`config.mk`:
```
export PLATFORM = sky130hd
export DESIGN_NAME = color_round_ctrl
export DESIGN_NICKNAME = d
export VERILOG_FILES = /design/src/rtl/color_pkg.sv /design/src/rtl/color_prng.sv /design/src/rtl/color_round_ctrl.sv
export SDC_FILE = /design/constraint.sdc
export NUM_CORES = 1
export LEC_CHECK = 0
export CORE_MARGIN = 2
export CORE_UTILIZATION = 65
export DETAILED_ROUTE_END_ITERATION = 8
export GPL_TIMING_DRIVEN = 0
export PLACE_DENSITY = 0.89
export SLEW_MARGIN = 25
export SYNTH_ARGS = -nofsm -noshare
export SYNTH_HDL_FRONTEND = slang
export SYNTH_SLANG_ARGS = --single-unit
```
`constraint.sdc`:
```
create_clock -name clk -period 18.4 [get_ports clk]
set_input_delay 2.76 -clock clk [delete_from_list [all_inputs] [get_ports clk]]
set_output_delay 2.76 -clock clk [all_outputs]
set_load 0.005 [all_outputs]
```
`src/rtl/color_pkg.sv`:
```
// Shared types and constants for the round colour controller.
// Holds the FSM encoding, reset seed, fallback palette and generator step.
package color_pkg;

  typedef enum logic [2:0] {
    S_IDLE,
    S_LOAD,
    S_STEP,
    S_PICK,
    S_HOLD
  } state_e;

  localparam logic [31:0] RESET_SEED     = 32'h7FFF_FFFF;
  localparam logic [11:0] FALLBACK_PLATS = 12'b100_011_010_001;
  localparam logic [2:0]  FALLBACK_BALL  = 3'd1;

  // One generator advance: 2*s*s + 5*s + 1, wrapping at 32 bits.
  function automatic logic [31:0] prng_next(input logic [31:0] s);
    logic [31:0] sq;
    sq = s * s;
    return (sq << 1) + (s * 32'd5) + 32'd1;
  endfunction

endpackage

```
`src/rtl/color_prng.sv`:
```
// Quadratic congruential generator feeding the colour draw.
// Load wins over enable; otherwise the state holds.
module color_prng
  import color_pkg::*;
(
  input  logic        clk,
  input  logic        reset,
  input  logic        load,
  input  logic [31:0] load_val,
  input  logic        enable,
  output logic [31:0] out
);

  logic [31:0] s_q;
  logic [31:0] s_d;

  always_comb begin
    s_d = s_q;
    if (load) begin
      s_d = load_val;
    end else if (enable) begin
      s_d = prng_next(s_q);
    end
  end

  always_ff @(posedge clk) begin
    if (reset) begin
      s_q <= RESET_SEED;
    end else begin
      s_q <= s_d;
    end
  end

  assign out = s_q;

endmodule

```
`src/rtl/color_round_ctrl.sv`:
```
// Draws four distinct platform colours and a ball colour per round,
// redrawing on collisions and falling back to a fixed palette.
module color_round_ctrl
  import color_pkg::*;
#(
  parameter int STEPS     = 4,
  parameter int MAX_RETRY = 15
) (
  input  logic        clk,
  input  logic        reset,
  input  logic        req,
  input  logic [7:0]  seed,
  input  logic        ack,
  output logic        busy,
  output logic        valid,
  output logic [11:0] new_color_plats,
  output logic [2:0]  new_color_ball,
  output logic [1:0]  ball_slot,
  output logic [3:0]  retries,
  output logic        fallback
);

  localparam int CW = (STEPS > 1) ? $clog2(STEPS) : 1;
  localparam logic [CW-1:0] CNT_INIT  = CW'(STEPS - 1);
  localparam logic [3:0]    RETRY_MAX = 4'(MAX_RETRY);

  state_e        state_q, state_d;
  logic [CW-1:0] cnt_q, cnt_d;
  logic [3:0]    retry_q, retry_d;
  logic [7:0]    seed_q, seed_d;
  logic [11:0]   plats_q, plats_d;
  logic [2:0]    ball_q, ball_d;
  logic [1:0]    slot_q, slot_d;
  logic          fb_q, fb_d;

  logic [31:0] s;
  logic [31:0] load_val;
  logic        prng_load;
  logic        prng_en;

  color_prng u_prng (
    .clk      (clk),
    .reset    (reset),
    .load     (prng_load),
    .load_val (load_val),
    .enable   (prng_en),
    .out      (s)
  );

  assign load_val = s ^ {4{seed_q}};

  logic [2:0] c0, c1, c2, c3;
  logic [1:0] cand_slot;
  logic [2:0] cand_ball;
  logic       cand_ok;

  assign c0        = s[2:0];
  assign c1        = s[10:8];
  assign c2        = s[18:16];
  assign c3        = s[26:24];
  assign cand_slot = s[31:30];

  always_comb begin
    cand_ball = c0;
    unique case (cand_slot)
      2'd0: cand_ball = c0;
      2'd1: cand_ball = c1;
      2'd2: cand_ball = c2;
      2'd3: cand_ball = c3;
      default: cand_ball = c0;
    endcase
  end

  // All nonzero and pairwise distinct.
  assign cand_ok = (c0 != 3'd0) && (c1 != 3'd0) &&
                   (c2 != 3'd0) && (c3 != 3'd0) &&
                   (c0 != c1) && (c0 != c2) && (c0 != c3) &&
                   (c1 != c2) && (c1 != c3) && (c2 != c3);

  always_comb begin
    state_d   = state_q;
    cnt_d     = cnt_q;
    retry_d   = retry_q;
    seed_d    = seed_q;
    plats_d   = plats_q;
    ball_d    = ball_q;
    slot_d    = slot_q;
    fb_d      = fb_q;
    prng_load = 1'b0;
    prng_en   = 1'b0;
    unique case (state_q)
      S_IDLE: begin
        if (req) begin
          seed_d  = seed;
          state_d = S_LOAD;
        end
      end
      S_LOAD: begin
        prng_load = 1'b1;
        cnt_d     = CNT_INIT;
        retry_d   = 4'd0;
        state_d   = S_STEP;
      end
      S_STEP: begin
        prng_en = 1'b1;
        if (cnt_q == '0) begin
          state_d = S_PICK;
        end else begin
          cnt_d = cnt_q - 1'b1;
        end
      end
      S_PICK: begin
        if (cand_ok) begin
          plats_d = {c3, c2, c1, c0};
          ball_d  = cand_ball;
          slot_d  = cand_slot;
          fb_d    = 1'b0;
          state_d = S_HOLD;
        end else if (retry_q < RETRY_MAX) begin
          retry_d = retry_q + 4'd1;
          cnt_d   = '0;
          state_d = S_STEP;
        end else begin
          plats_d = FALLBACK_PLATS;
          ball_d  = FALLBACK_BALL;
          slot_d  = 2'd0;
          fb_d    = 1'b1;
          state_d = S_HOLD;
        end
      end
      S_HOLD: begin
        if (ack) begin
          state_d = S_IDLE;
        end
      end
      default: state_d = S_IDLE;
    endcase
  end

  always_ff @(posedge clk) begin
    if (reset) begin
      state_q <= S_IDLE;
      cnt_q   <= '0;
      retry_q <= 4'd0;
      seed_q  <= 8'd0;
      plats_q <= 12'h000;
      ball_q  <= 3'd0;
      slot_q  <= 2'd0;
      fb_q    <= 1'b0;
    end else begin
      state_q <= state_d;
      cnt_q   <= cnt_d;
      retry_q <= retry_d;
      seed_q  <= seed_d;
      plats_q <= plats_d;
      ball_q  <= ball_d;
      slot_q  <= slot_d;
      fb_q    <= fb_d;
    end
  end

  assign busy            = (state_q != S_IDLE);
  assign valid           = (state_q == S_HOLD);
  assign new_color_plats = plats_q;
  assign new_color_ball  = ball_q;
  assign ball_slot       = slot_q;
  assign retries         = retry_q;
  assign fallback        = fb_q;

endmodule

```
==> metrics <==
CTS Sinks=67; final setup vio count=0; vias=14100; Worst Skew=0.00274 ns; period utilization=62.7%; DR DRC count=0; CORE AREA=27000 um2; Yosys reg bits=67; leading area contributor after synthesis=fa_1; die width=170 um; Fmax achieved=86.7 MHz; syn_area_per_cell=9.12 um2; 1st-iter DRT viols=1209; synth cell count leaders=inv_1, fa_1, ha_1, nand2_1, nor2_1; mapped cell area=17900 um2; # hold bufs at CTS=0; most common cell in the netlist=inv_1; clk_lat worst skew=0.34 ns; met3 usage=8.49%; number of flops mapped to enable cells by yosys=0; Synth top area share=41.1%; post-route cell area=19000 um2; Max Cap Viol=0; busiest grt layer=met2; CTS tree=built; row count=60; post-layout min period=11.53 ns; Die Ht=170 um; Hold Fails Final Rpt=0; cell count after synthesis=1960; CTS resizes=0; syn_nets=2539; Worst setup SP type=flip-flop; GRT Overall Usage=37.7%; ys async rst share=0%; WS Path Type=reg -> reg; initial antenna violation count=0; slowest stage delay, CP=0.78 ns; Synth area leaders=fa_1, ha_1, inv_1; Worst Path Required=18.62 ns; DP Wirelength=42400 um; clk buf depth=2; Layout area overhead=6.13%; CP arrival=11.75 ns; Rel. slew slack=28.8%; Final Max Slew Viols=0; worst slew pin tran=1.07 ns; layout cells sized above 1=2.14%; IO buf count=34; setup ws final=6.87 ns; first-pass GRT wire length=82000 um; Hold Crit Class=reg -> reg; Top cell by count, worst path=fa_1; Final #Nets=2584; # diodes=0; Setup crit end kind=flip-flop; clk root buf=clkbuf_16; postcts setup bufs=0; YS warnings=0; setup_tns=0 ns; TritonCTS Buffers=9; post-route ant nets=0; first-pass iteration count of the detailed router=5; post-layout util=70.4%; CTS H-tree depth=3; Max stage delay cell, worst path=dfxtp_1; M1 GR Usage=47.9%; Initial Util=66.4%; reg2reg setup slack=6.87 ns; final WL=51000 um; GR Util met2=61.3%; grt total ovfl=0; unrepaired setup endpoints after global routing=false; Via density=6.01; crit path max fanout=10; io pins=36; Netlist cell types=72; prevailing post-synth register cell=dfxtp_1; wire per inst=21.7 um; die area=28900 um2; gpl congestion=1.02; DP Worst Slack=7.28 ns; outcome=finished, final reports clean; vias in the first global route=15500; Cell Area, Placed=18700 um2; sequential share of the synthesized area=7.50%; Reg clk slew, reported paths=0.05 ns; largest net degree at the start of global routing=14
sequential cells by signal (all words and copies together), names as in the netlist:
name             count
seed_q               8
new_color_ball       3
u_prng.out          32
retries              4
new_color_plats     12
cnt_q                2
state_q              3
ball_slot            2
fallback             1
final cells by class:
type	instances	area (um2)
fill	1880	7970
sequential	67	1340
tap	341	427
clock inverter	4	72.6
buffer	70	270
inverter	480	1800
timing repair buffer	34	340
multi-input combinational	1343	14500
clock buffer	12	256
path summary, 6_finish.rpt:
path | from | to | cells after the start
max | u_prng.out[10] | u_prng.out[30] | 37
min | seed_q[6] | seed_q[6] | 2
max reg2reg | u_prng.out[10] | u_prng.out[30] | 37
min reg2reg | seed_q[6] | seed_q[6] | 2
worst max-delay path: cells and delay by family (launching register included):
family	cells	cell delay (ns)
adders and majority gates	11	5.20
AOI/OAI and AO/OA	11	2.18
buffers and inverters	8	1.65
and+or+nand+nor	5	0.79
DFF	1	0.78
xor gates and xnor gates	2	0.76
cell families (layout without fill, tap and decap cells):
family / count (synthesis) / after routing / synth area share, %
other: 2 / 2 / 0.0420
AND/OR/NAND/NOR: 422 / 422 / 11.0
XOR/XNOR: 98 / 98 / 4.80
AO/OA/AOI/OAI: 247 / 247 / 9.36
buffers and inverters: 550 / 600 / 11.6
multiplexers: 7 / 7 / 0.602
adder cells (fa/ha/maj): 567 / 567 / 55.1
flip-flops: 67 / 67 / 7.50
cell usage in the layout, fill, tap and decap left out, types with 4 or more instances in the layout:
| cell type | synthesis | final |
|---|---|---|
| nor2_1 | 95 | 95 |
| xnor2_1 | 65 | 65 |
| nor2b_1 | 8 | 8 |
| clkbuf_16 | 0 | 9 |
| a21oi_1 | 67 | 67 |
| and3_1 | 5 | 5 |
| o21ai_0 | 38 | 38 |
| a21o_1 | 20 | 20 |
| mux2i_1 | 4 | 4 |
| inv_1 | 478 | 478 |
| o211ai_1 | 4 | 4 |
| clkdlybuf4s50_1 | 0 | 34 |
| o22ai_1 | 20 | 20 |
| nand2_1 | 162 | 162 |
| o21a_1 | 4 | 4 |
| nand4_1 | 5 | 5 |
| dfxtp_1 | 67 | 67 |
| a221o_1 | 11 | 11 |
| nand2b_1 | 14 | 14 |
| o21bai_1 | 7 | 7 |
| a22oi_1 | 11 | 11 |
| clkbuf_1 | 63 | 64 |
| a31oi_1 | 12 | 12 |
| fa_1 | 367 | 367 |
| a211oi_1 | 9 | 9 |
| and2_1 | 84 | 84 |
| buf_2 | 6 | 6 |
| nor3b_1 | 4 | 4 |
| nor3_1 | 18 | 18 |
| nand3_1 | 12 | 12 |
| ha_1 | 200 | 200 |
| xor2_1 | 33 | 33 |
metal layers:
metal	wire length (um)	up-vias
li1	-	6109
met2	23600	847
met4	3040	0
met1	19000	6949
met5	0	-
met3	5350	231
per-stage QoR:
| step | std cells | hold slack (ns) |
|---|---|---|
| 2_1_floorplan | 1960 | 0.446 |
| 3_3_place_gp | 2335 | 0.460 |
| 3_5_place_dp | 2335 | 0.467 |
| 4_1_cts | 2351 | 0.474 |
| 5_1_grt | 2351 | 0.528 |
| 6_report | 2351 | 0.474 |
Power is not shown: default switching activity piles up to over one toggle a cycle in this logic, so the estimate is an artifact.
